## config.mk

```make
export PLATFORM = sky130hd
export DESIGN_NAME = omi_link_seq
export DESIGN_NICKNAME = d
export VERILOG_FILES = /design/src/rtl/omi_link_seq_pkg.sv /design/src/rtl/omi_link_seq_timer.sv /design/src/rtl/omi_link_seq.sv
export SDC_FILE = /design/constraint.sdc
export NUM_CORES = 1
export LEC_CHECK = 0
export CORE_UTILIZATION = 40
export DETAILED_ROUTE_END_ITERATION = 8
export GPL_TIMING_DRIVEN = 0
export SLEW_MARGIN = 5
export SYNTH_ARGS = -nofsm -noshare
export SYNTH_HDL_FRONTEND = slang
export SYNTH_SLANG_ARGS = --single-unit
```

## constraint.sdc

```tcl
create_clock -name clk -period 2.6 [get_ports clk]
set_input_delay 0.39 -clock clk [delete_from_list [all_inputs] [get_ports clk]]
set_output_delay 0.39 -clock clk [all_outputs]
set_load 0.005 [all_outputs]
```

## src/rtl/omi_link_seq_pkg.sv

```systemverilog
// Shared types for the OMI link bring-up sequencer: state encoding and field widths.
package omi_link_seq_pkg;

    localparam int unsigned SEQ_STATE_W = 4;
    localparam int unsigned RETRY_W     = 2;

    typedef enum logic [SEQ_STATE_W-1:0] {
        ST_IDLE     = 4'd0,
        ST_PHY_RST  = 4'd1,
        ST_PHY_WAIT = 4'd2,
        ST_DLX_RST  = 4'd3,
        ST_TRAIN_23 = 4'd4,
        ST_TRAIN_45 = 4'd5,
        ST_UP       = 4'd6,
        ST_RETRAIN  = 4'd7,
        ST_FAIL     = 4'd8
    } seq_state_e;

endpackage

```

## src/rtl/omi_link_seq_timer.sv

```systemverilog
// Loadable down-counter shared by all timed sequencer states; zero_c marks the last cycle.
module omi_link_seq_timer #(
    parameter int unsigned W = 8
) (
    input  logic         clk,
    input  logic         rst,
    input  logic         load,
    input  logic [W-1:0] load_val,
    output logic         zero_c
);

    logic [W-1:0] cnt;

    always_ff @(posedge clk or negedge rst) begin
        if (!rst) begin
            cnt <= '0;
        end else if (load) begin
            cnt <= load_val;
        end else if (cnt != '0) begin
            cnt <= cnt - W'(1);
        end
    end

    assign zero_c = (cnt == '0);

endmodule

```

## src/rtl/omi_link_seq.sv

```systemverilog
// OMI link bring-up sequencer: PHY reset handshake, DLx reset and training-gate control with retries.
// Define OMI_LINK_SEQ_AUTO_RETRAIN_EN to retrain on link loss in UP instead of failing.
module omi_link_seq
    import omi_link_seq_pkg::*;
#(
    parameter int unsigned PHY_RST_CYCLES = 16,
    parameter int unsigned DLX_RST_CYCLES = 8,
    parameter int unsigned STEP_CYCLES    = 32,
    parameter int unsigned TIMEOUT_CYCLES = 65536,
    parameter int unsigned MAX_RETRIES    = 3
) (
    input  logic                   clk,
    input  logic                   rst,
    input  logic                   cfg_start,
    input  logic                   cfg_retrain,
    input  logic                   gtwiz_reset_tx_done_in,
    input  logic                   gtwiz_reset_rx_done_in,
    input  logic                   gtwiz_buffbypass_tx_done_in,
    input  logic                   gtwiz_buffbypass_rx_done_in,
    input  logic                   gtwiz_userclk_tx_active_in,
    input  logic                   gtwiz_userclk_rx_active_in,
    input  logic                   link_up,
    output logic                   gtwiz_reset_all_out,
    output logic                   dlx_reset,
    output logic                   tsm_state2_to_3,
    output logic                   tsm_state4_to_5,
    output logic                   tsm_state6_to_1,
    output logic [SEQ_STATE_W-1:0] seq_state,
    output logic [RETRY_W-1:0]     retry_cnt,
    output logic                   timeout_err,
    output logic                   link_ready
);

    localparam int unsigned TIMER_W = $clog2(TIMEOUT_CYCLES + 1);

    seq_state_e         state, state_d;
    logic               timer_zero_c;
    logic               timer_load;
    logic [TIMER_W-1:0] timer_load_val;
    logic               phy_ready;
    logic               last_retry;
    logic               start_evt;
    logic               retry_evt;
    logic               link_fail_evt;

    assign phy_ready  = gtwiz_reset_tx_done_in & gtwiz_reset_rx_done_in &
                        gtwiz_buffbypass_tx_done_in & gtwiz_buffbypass_rx_done_in &
                        gtwiz_userclk_tx_active_in & gtwiz_userclk_rx_active_in;
    assign last_retry = (retry_cnt == RETRY_W'(MAX_RETRIES - 1));

    // Next-state logic; success is tested before timeout so a tie resolves as success.
    always_comb begin
        state_d       = state;
        start_evt     = 1'b0;
        retry_evt     = 1'b0;
        link_fail_evt = 1'b0;
        case (state)
            ST_IDLE, ST_FAIL: begin
                if (cfg_start) begin
                    state_d   = ST_PHY_RST;
                    start_evt = 1'b1;
                end
            end
            ST_PHY_RST:  if (timer_zero_c) state_d = ST_PHY_WAIT;
            ST_PHY_WAIT: begin
                if (phy_ready) begin
                    state_d = ST_DLX_RST;
                end else if (timer_zero_c) begin
                    retry_evt = 1'b1;
                    state_d   = last_retry ? ST_FAIL : ST_PHY_RST;
                end
            end
            ST_DLX_RST:  if (timer_zero_c) state_d = ST_TRAIN_23;
            ST_TRAIN_23: if (timer_zero_c) state_d = ST_TRAIN_45;
            ST_TRAIN_45: begin
                if (link_up) begin
                    state_d = ST_UP;
                end else if (timer_zero_c) begin
                    retry_evt = 1'b1;
                    state_d   = last_retry ? ST_FAIL : ST_PHY_RST;
                end
            end
            ST_UP: begin
`ifdef OMI_LINK_SEQ_AUTO_RETRAIN_EN
                if (cfg_retrain || !link_up) state_d = ST_RETRAIN;
`else
                if (!link_up) begin
                    state_d       = ST_FAIL;
                    link_fail_evt = 1'b1;
                end else if (cfg_retrain) begin
                    state_d = ST_RETRAIN;
                end
`endif
            end
            ST_RETRAIN:  state_d = ST_TRAIN_23;
            default:     state_d = ST_IDLE;
        endcase
    end

    // Timer reloads on every state change with the dwell of the state being entered.
    always_comb begin
        timer_load     = (state_d != state);
        timer_load_val = '0;
        case (state_d)
            ST_PHY_RST:               timer_load_val = TIMER_W'(PHY_RST_CYCLES - 1);
            ST_PHY_WAIT, ST_TRAIN_45: timer_load_val = TIMER_W'(TIMEOUT_CYCLES - 1);
            ST_DLX_RST:               timer_load_val = TIMER_W'(DLX_RST_CYCLES - 1);
            ST_TRAIN_23:              timer_load_val = TIMER_W'(STEP_CYCLES - 1);
            default:                  timer_load_val = '0;
        endcase
    end

    omi_link_seq_timer #(
        .W (TIMER_W)
    ) u_timer (
        .clk      (clk),
        .rst      (rst),
        .load     (timer_load),
        .load_val (timer_load_val),
        .zero_c   (timer_zero_c)
    );

    always_ff @(posedge clk or negedge rst) begin
        if (!rst) begin
            state <= ST_IDLE;
        end else begin
            state <= state_d;
        end
    end

    assign seq_state = state;

    // Outputs decoded from the next state so they move together with seq_state.
    always_ff @(posedge clk or negedge rst) begin
        if (!rst) begin
            gtwiz_reset_all_out <= 1'b0;
            dlx_reset           <= 1'b1;
            tsm_state2_to_3     <= 1'b0;
            tsm_state4_to_5     <= 1'b0;
            tsm_state6_to_1     <= 1'b0;
            link_ready          <= 1'b0;
        end else begin
            gtwiz_reset_all_out <= (state_d == ST_PHY_RST);
            dlx_reset           <= (state_d == ST_IDLE) || (state_d == ST_PHY_RST) ||
                                   (state_d == ST_PHY_WAIT) || (state_d == ST_DLX_RST) ||
                                   (state_d == ST_FAIL);
            tsm_state2_to_3     <= (state_d == ST_TRAIN_23) || (state_d == ST_TRAIN_45) ||
                                   (state_d == ST_UP);
            tsm_state4_to_5     <= (state_d == ST_TRAIN_45) || (state_d == ST_UP);
            tsm_state6_to_1     <= (state_d == ST_RETRAIN);
            link_ready          <= (state_d == ST_UP);
        end
    end

    // Error status: cleared by a start, bumped on every timeout, saturating retry count.
    always_ff @(posedge clk or negedge rst) begin
        if (!rst) begin
            retry_cnt   <= '0;
            timeout_err <= 1'b0;
        end else if (start_evt) begin
            retry_cnt   <= '0;
            timeout_err <= 1'b0;
        end else if (retry_evt) begin
            timeout_err <= 1'b1;
            if (retry_cnt != '1) retry_cnt <= retry_cnt + RETRY_W'(1);
        end else if (link_fail_evt) begin
            timeout_err <= 1'b1;
        end
    end

endmodule

```

Word-level counts from Yosys, hierarchy flattened
Index checks and enable logic that the tools add are counted.
Operators by class
  eq/ne operators: 19
  reductions and logical operators: 18
  add/sub/neg operators: 2
  multiplexer cells: 28
  bitwise gates (word level): 5
Operator list (number)
  one-hot mux 16 bit (4 select lines): 1
  two-way mux 4 bit: 10
  two-way mux 17 bit: 2
  == test 4 x 3 -> 1 bit (second input constant): 8
  one-hot mux 4 bit (8 select lines): 1
  zero test 17 bit: 1
  nonzero test 17 bit: 1
  subtractor 17 x 1 -> 17 bit (second input constant): 1
  == test 4 x 2 -> 1 bit (second input constant): 4
  two-way mux 1 bit: 10
  == test 4 x 1 -> 1 bit (second input constant): 2
  == test 4 bit (second input constant): 2
  zero test 4 bit: 2
  logical OR 1 bit: 7
  two-way mux 2 bit: 3
  nonzero test 2 bit: 3
  bitwise AND 1 bit: 5
  != test 4 bit: 1
  OR reduction 2 bit: 2
  nonzero test 3 bit: 1
  adder 2 x 1 -> 2 bit (second input constant): 1
  == test 2 bit (second input constant): 1
  != test 2 bit (second input constant): 1
  one-hot mux 1 bit (2 select lines): 1
  AND reduction 2 bit: 1
Storage, ports and cells
  flip-flop bits (word level): 30
  output and inout port bits: 13
  input port bits: 11
  word-level logic and storage cells: 82

Depth between registers and ports, before layout
Gate-level depths: netlist of run 1.
  word-level depth: 12
  depth in mapped cells: 13
  mapped depth without buffers: 10

By module
A second synthesis of run 1 with hierarchy kept.
Unflattened totals
  cells, all modules: 206
  area total of the unflattened synthesis: 1918.1 um^2
Modules (own cells, without submodules)
  omi_link_seq_timer: cells an instance 109, area each 1033.5 um^2, instances 1, sequential area each 425.4 um^2
  omi_link_seq: cells an instance 97, area each 884.6 um^2, instances 1, sequential area each 326.6 um^2

Worst setup path after synthesis of run 1
Ideal clock, no wire load.
  path kind: register -> register
  start: register u_timer.cnt[0]
  end: register u_timer.cnt[15]
  period minus slack after synthesis: 2.601 ns
  required time: 2.524 ns
  buffers on the path: 2
  data arrival time: 2.525 ns
  library setup time: 0.076 ns
  cell stages (with the launch flop): 12
  setup slack: -0.001 ns
  cells stage by stage: dfrtp_1 > inv_1 > ha_1 > nor4b_2 > and4_1 > buf_4 > a21oi_1 > o21ai_2 > xor2_1 > or4_4 > buf_6 > o21ai_1
On the way
  word-level cells in the longest chain between the ends: 8
  elaborated cells on any way between the ends: 21
  those cells by class: add/sub (1); eq/ne (6); mux (10); reduce/logical (4)
Ends and longest elaborated chain
  from (decl): RTL line omi_link_seq_timer.sv:12  | logic [W-1:0] cnt;
  from (signal assigned): RTL line omi_link_seq_timer.sv:18  | cnt <= load_val;
  from (signal assigned): RTL line omi_link_seq_timer.sv:20  | cnt <= cnt - W'(1);
  zero test 17 bit (*): RTL line omi_link_seq_timer.sv:24  | assign zero_c = (cnt == '0);
  two-way mux 4 bit: RTL line omi_link_seq.sv:68, omi_link_seq.sv:78
  two-way mux 4 bit (on tied branches): RTL line omi_link_seq.sv:76, omi_link_seq.sv:66
  one-hot mux 4 bit (8 select lines) (*): RTL line omi_link_seq.sv:57  | case (state)
  net state_d[0]: RTL line omi_link_seq.sv:36  | seq_state_e state, state_d;
  == test 4 x 2 -> 1 bit / == test 4 x 3 -> 1 bit (equally long branches): RTL line omi_link_seq.sv:104  | case (state_d)
  OR reduction 2 bit: RTL line omi_link_seq.sv:104
  one-hot mux 16 bit (4 select lines): RTL line omi_link_seq.sv:104
  two-way mux 17 bit: RTL line omi_link_seq_timer.sv:17  | end else if (load) begin
Mark *: on every way through the listed nets, which the timed path passes. The rest lies on a longest branch. The select of a mux whose other input is x is not followed.
A chain may end at the register's enable or synchronous reset.

Worst setup path in the final report of run 1
  start: register u_timer.cnt[14]
  end: register u_timer.cnt[6]
The elaborated chain is that of the path after synthesis.

==> qor.txt, run 1 <==
FF-to-FF End = u_timer.cnt[6]$_DFFE_PN0P_
Setup crit start kind = flop
Global-route usage over all layers = 18.91%
Overall power = 2.869 mW
R2r startpoint = u_timer.cnt[14]$_DFFE_PN0P_
Initial antenna violation count = 0
Worst IR drop on VDD = 0.6333 mV
Worst slack, placed = -383.0 ps
Combinational power share = 59.8%
Async set or reset register ratio after synthesis = 100.0%
Post-DR vias/cell = 5.396
Starting density of the core = 41.75%
Largest net degree at the start of global routing = 31
Syn Area/Cell = 9.841 sq um
Status = complete, but fails checks
Mapped Nets = 201
Sequential cell fraction of total power = 26.5%
Post-synthesis sequential area ratio = 41.08%
Lkg Pwr = 1.027 nW
Compound-Gate Fraction of Synth Area = 13.94%
Crit share post-route = 100.1%
Clock network power share = 13.7%
Nature of the critical path endpoint = flop
Area Growth Syn to Fin = 36.57%
TritonRoute pass-1 iters = 4
Internal power = 1.700 mW
RePlAce Congestion = 0.8868
Clock-pin slew on the worst setup and hold paths = 70 ps
R2r worst-path depth = 9
Die height = 69.65 um
Residual DRC = 0
Netlist cell types = 48
Simple-gate share of the synthesized area = 26.52%
Final Non-Filler Cells = 285
Fmax achieved = 384.1 MHz
Longest Clk Path Bufs = 2
Worst EP required = 2810 ps
Crit Path Max Fanout = 7
TritonCTS clock tree = done
Final Setup Violations = 3
Core Region = 0.004384 sq mm
Nets = 247
# diodes = 0
Hold_buf cts = 0
Gr ovfl total = 0
Clk sinks = 30
Synth Area in XOR/XNOR = 8.612%
Initial DRC count = 82
Crit path top cell by count = o21ai_2
R2R setup slack = -4 ps
Failing checks = negative setup slack
Max transition margin = 54.64%
Critical path arrival = 2810 ps
Root buffer cell = clkbuf_8
Die area = 0.004851 sq mm
Via count = 1538
Cell Area, Synth = 0.001831 sq mm
Worst-path cell chain = nor4_4 > and4_1 > buf_6 > a21oi_1 > o21ai_2 > xor2_2 > or4_4 > clkbuf_16 > o21ai_2
Std cell rows = 24
Worst-Margin Slew = 680.3 ps
Switching power = 1.169 mW
Final Hold Vio Count = 0
Crit-path max cell delay = 580 ps
Unrepaired setup endpoints after global routing = true
PortBufs = 23
Hpwl dp = 2943 um
Post-layout minimum cycle time = 2604 ps
Adder-Cell Fraction of Synth Area = 2.734%
Layout cells sized above 1 = 30.04%
Top_reg_cell synth = dfrtp_1
Fin worst setup slack = -3.613 ps
Ports = 24
Fin Setup TNS = -9.028 ps
Mux share of post-synthesis cell area = 3.281%
First-pass GRT wire length = 7258 um
Vias in the first global route = 1562
Cells after Synth = 186
Die span in x = 69.65 um
DRT Wirelength = 4357 um
Clock latency on the worst-skew pair = 280 ps
Slew Limit Fails = 0
Dpl cells = 261
Max H-tree Level = 2
Crit path kind = flop to flop
Largest family of logic cells by synthesized area = simple AND/OR/NAND/NOR gates
Post-synth EDFFs = 0
Sw Ratio = 40.75%
Pwr Density = 1148 mW/mm^2
Slowest CP cell = or4_4
Number of synthesis warnings = 0
Skew final = 5.805 ps
CTS buffer count = 5
MaxCap Viol Count = 0
Routed Antenna Nets = 0
Register bit total from synthesis = 30
Wire per inst = 15.29 um
Worst hold path type = input pin to asynchronous set/reset pin
stage by stage:
stage	utilization (%)	hold WS, ps	cell area, sq um
floorplan	-	94.41	1839
global placement	48.69	500.5	2135
detailed placement	48.69	511.7	2135
CTS	52.05	525.3	2282
global route	57.02	180.9	2500
finish	57.02	144.6	2500
cell families (layout without fill, tap and decap cells):
kind of cell | Yosys count | after routing
buffers and inverters | 14 | 61
flip-flops | 30 | 30
multiplexers | 6 | 6
AND/OR/NAND/NOR | 78 | 78
XOR/XNOR | 18 | 18
AO/OA/AOI/OAI | 36 | 36
adder cells (fa/ha/maj) | 4 | 4
cells in the mapped netlist, types with 4 or more instances:
cell type  instances  area [sq um]
nor2_1            18         67.56
buf_2              5         25.02
o21ai_2            4         35.03
mux2i_1            6         60.06
nand2b_1           6         37.54
nor3_1            11         55.05
nor4_1             4         25.02
xnor2_1           12         105.1
nand2_1           12         45.04
dfrtp_1           29         725.7
o21ai_0            9         45.04
xor2_1             6         52.55
ha_1               4         50.05
o21ai_1            5         25.02
inv_1              5         18.77
a21oi_1            6         30.03
power groups by stage:
| stage | sequential, mW | combinational (mW) | clock [mW] |
|---|---|---|---|
| 2_1_floorplan | 0.739 | 0.957 | 0 |
| 3_3_place_gp | 0.749 | 1.24 | 0 |
| 3_5_place_dp | 0.758 | 1.27 | 0 |
| 4_1_cts | 0.752 | 1.34 | 0.409 |
| 5_1_grt | 0.776 | 1.88 | 0.436 |
| 6_report | 0.759 | 1.72 | 0.393 |
worst max-delay path: cells and delay by family, from the launching register on:
family	cells	cell delay, ps
simple gates	3	1270
buf+inv	2	330
xor+xnor	1	100
flops	1	430
compound gates	3	410
per-layer routing:
layer / vias to the layer above / global-route usage (%) / share of wire (%)
met1: 747 / 23.14 / 42
li1: 751 / - / -
met2: 32 / 32.25 / 53
met3: 8 / 4.506 / 3.3
met5: - / 0 / 0
met4: 0 / 7.111 / 1.5
sequential cells by signal (all words and copies together), names as in the netlist:
| name | cells |
|---|---|
| dlx_reset | 1 |
| gtwiz_reset_all_out | 1 |
| link_ready | 1 |
| retry_cnt | 2 |
| seq_state | 4 |
| timeout_err | 1 |
| tsm_state2_to_3 | 1 |
| tsm_state4_to_5 | 1 |
| tsm_state6_to_1 | 1 |
| u_timer.cnt | 17 |
area by class of cell:
type,instances,area (sq um)
clock buffers,6,82.58
flip-flops and latches,30,758.2
repair buffers,39,366.6
well taps,52,65.06
fillers,364,1884
inverters,6,25.02
clock inverters,2,12.51
plain buffers,8,63.81
multi-input cells,142,1126
cells in the final DEF, fill, tap and decap left out, types with 8 or more instances in the layout:
master	n
xnor2_1	12
clkdlybuf4s50_1	22
nor3_1	11
o21ai_2	9
buf_4	15
o21ai_0	8
nor2_1	16
nand2_1	12
dfrtp_1	24
what timing repair did:
item	CTS	global route
setup buffers	3	11
pin swaps	4	19
gates resized for setup	8	29
setup endpoints to repair	17	17
cloned	1	1
worst max path at each step:
stage               cells past startpoint  slack [ps]                     endpoint                        start
floorplan                              11          30  u_timer.cnt[15]$_DFFE_PN0P_   u_timer.cnt[0]$_DFFE_PN0P_
global placement                        9        -310  u_timer.cnt[13]$_DFFE_PN0P_                      link_up
detailed placement                      9        -380  u_timer.cnt[12]$_DFFE_PN0P_                      link_up
CTS                                    10          -2  u_timer.cnt[15]$_DFFE_PN0P_   u_timer.cnt[0]$_DFFE_PN0P_
global route                            9        -120  u_timer.cnt[10]$_DFFE_PN0P_  u_timer.cnt[14]$_DFFE_PN0P_
finish                                  9          -4   u_timer.cnt[6]$_DFFE_PN0P_  u_timer.cnt[14]$_DFFE_PN0P_
No activity file was read; power rests on OpenSTA's default activity.
==> inputs of run 2 (changes only) <==
--- a/config.mk
+++ b/config.mk
@@ -5,6 +5,7 @@
 export SDC_FILE = /design/constraint.sdc
 export NUM_CORES = 1
 export LEC_CHECK = 0
+export CORE_MARGIN = 5
 export CORE_UTILIZATION = 40
 export DETAILED_ROUTE_END_ITERATION = 8
 export GPL_TIMING_DRIVEN = 0
==> qor.txt, run 2 (synthesis results as in run 1) <==
Fin Hold WS = 142.0 ps (was 144.6 ps)
Layout cells sized above 1 = 28.33% (was 30.04%)
# diodes = 0 (unchanged)
Top Family by Delay on Critical Path = simple AND/OR/NAND/NOR gates (unchanged)
RePlAce Congestion = 0.8215 (was 0.8868)
Worst-path cell chain = inv_2 > ha_4 > nor4b_4 > and4_1 > buf_6 > a21oi_2 > o21ai_2 > xor2_2 > or4_4 > clkbuf_16 > o21ai_2 (was nor4_4 > and4_1 > buf_6 > a21oi_1 > o21ai_2 > xor2_2 > or4_4 > clkbuf_16 > o21ai_2)
Clock latency on the worst-skew pair = 280 ps (about the same)
TritonRoute pass-1 iters = 4 (unchanged)
Via count = 1507 (was 1538)
Lkg Pwr = 1.035 nW (was 1.027 nW)
Std cell rows = 24 (unchanged)
Die span in x = 77.65 um (was 69.65 um)
Crit Path Max Fanout = 6 (was 7)
Status = finished clean (was complete, but fails checks)
Longest Clk Path Bufs = 2 (unchanged)
Crit share post-route = 98.94% (was 100.1%)
Global-route usage over all layers = 14.71% (was 18.91%)
Slowest CP cell = or4_4 (unchanged)
Clk sinks = 30 (unchanged)
Initial antenna violation count = 0 (unchanged)
First-pass GRT wire length = 7196 um (was 7258 um)
Unrepaired setup endpoints after global routing = true (unchanged)
Clock-pin slew on the worst setup and hold paths = 60 ps (was 70 ps)
Crit-path max cell delay = 560 ps (was 580 ps)
Final Hold Vio Count = 0 (unchanged)
Critical path arrival = 2780 ps (was 2810 ps)
Sum of buffers and inverters on the critical path = 3 (was 2)
Fmax achieved = 388.7 MHz (was 384.1 MHz)
Nature of the critical path endpoint = flop (unchanged)
Hold_buf cts = 0 (unchanged)
Worst IR drop on VDD = 0.7530 mV (was 0.6333 mV)
Hpwl dp = 2915 um (was 2943 um)
Nets = 247 (unchanged)
Final Setup Violations = 0 (was 3)
Max H-tree Level = 2 (unchanged)
Worst-Margin Slew = 670.8 ps (was 680.3 ps)
Routed Antenna Nets = 0 (unchanged)
Vias in the first global route = 1526 (was 1562)
Setup crit start kind = flop (unchanged)
DRT Wirelength = 4282 um (was 4357 um)
Starting density of the core = 41.75% (unchanged)
Initial DRC count = 82 (unchanged)
Die height = 77.65 um (was 69.65 um)
Wire per inst = 15.02 um (was 15.29 um)
Most frequent cells in the layout = dfrtp_1 (29), clkdlybuf4s50_1 (22), nor2_1 (16) (was dfrtp_1 (24), clkdlybuf4s50_1 (22), nor2_1 (16))
Crit path kind = flop to flop (unchanged)
TritonCTS clock tree = done (unchanged)
CTS buffer count = 5 (unchanged)
Worst EP required = 2810 ps (about the same)
Commonest non-fill, non-tap cell in the layout = dfrtp_1 (unchanged)
Post-DR vias/cell = 5.288 (was 5.396)
Core Region = 0.004384 sq mm (unchanged)
Skew final = 5.732 ps (was 5.805 ps)
Slew Limit Fails = 0 (unchanged)
Ports = 24 (unchanged)
Max FFs per register = 17 (unchanged)
Largest net degree at the start of global routing = 31 (unchanged)
Overall power = 2.871 mW (was 2.869 mW)
PortBufs = 23 (unchanged)
Post-layout minimum cycle time = 2572 ps (was 2604 ps)
Die area = 0.006030 sq mm (was 0.004851 sq mm)
Root buffer cell = clkbuf_8 (unchanged)
Worst hold path type = input pin to asynchronous set/reset pin (unchanged)
Most flops, register = u_timer.cnt (unchanged)
Residual DRC = 0 (unchanged)
Area Growth Syn to Fin = 36.23% (was 36.57%)
Max transition margin = 55.28% (was 54.64%)
Pwr Density = 1151 mW/mm^2 (was 1148 mW/mm^2)
Crit path top cell by count = o21ai_2 (unchanged)
MaxCap Viol Count = 0 (unchanged)
Gr ovfl total = 0 (unchanged)
run 2: cell types whose count changed in the layout (fill, tap and decap cells not counted), sizes merged:
cell,delta
clkbuf,+1
clkinvlp,-1
run 2: worst paths after layout:
path | slack (ps) | to | start | cells after the start
max in group asynchronous | 2020 | seq_state[2]$_DFF_PN0_ | rst | 1
worst min register to register | 530 | timeout_err$_DFFE_PN0P_ | timeout_err$_DFFE_PN0P_ | 2
worst max register to register | 30 | u_timer.cnt[9]$_DFFE_PN0P_ | u_timer.cnt[1]$_DFFE_PN0P_ | 11
worst max-delay path | 30 | u_timer.cnt[9]$_DFFE_PN0P_ | u_timer.cnt[1]$_DFFE_PN0P_ | 11
min in group clk | 530 | timeout_err$_DFFE_PN0P_ | timeout_err$_DFFE_PN0P_ | 2
worst min-delay path | 140 | u_timer.cnt[9]$_DFFE_PN0P_ | rst | 1
run 2: routing by layer:
| layer | vias to the layer above | GRT usage (%) | routed length [um] |
|---|---|---|---|
| li1 | 754 | - | - |
| met1 | 720 | 17.79 | 1855 |
| met2 | 27 | 24.62 | 2218 |
| met3 | 6 | 4.167 | 150 |
| met4 | 0 | 5.670 | 57 |
| met5 | - | 0 | 0 |
run 2: layout make-up:
type / instances / area (sq um)
fillers: 373 / 1891
multi-input cells: 142 / 1125
flip-flops and latches: 30 / 752.0
repair buffers: 39 / 362.8
clock buffers: 7 / 86.33
plain buffers: 8 / 72.57
well taps: 52 / 65.06
inverters: 6 / 25.02
clock inverters: 1 / 5.005
run 2: repair_timing:
item,in CTS,in global routing
pin swaps,3,9
gates cloned,1,1
setup endpoints to repair,17,15
gates resized for setup,8,27
setup buffers,2,12
run 2: report_power, final:
part           internal, mW  switching, mW  leakage, nW
registers             0.608          0.145        0.392
clock network         0.213          0.172       0.0482
logic                 0.887          0.846        0.595
total                  1.71           1.16         1.03
run 2: per-stage QoR:
step	util (%)	instances	setup slack [ps]	TNS (ps)	cell area (sq um)
after floorplan	-	186	32.96	0	1839
after global placement	48.69	261	-328.7	-4399	2135
after detailed placement	48.69	261	-383.2	-4943	2135
after CTS	51.80	272	-0.3983	-0.3983	2271
after global routing	56.88	285	-97.30	-871.8	2494
final	56.88	285	27.63	0	2494
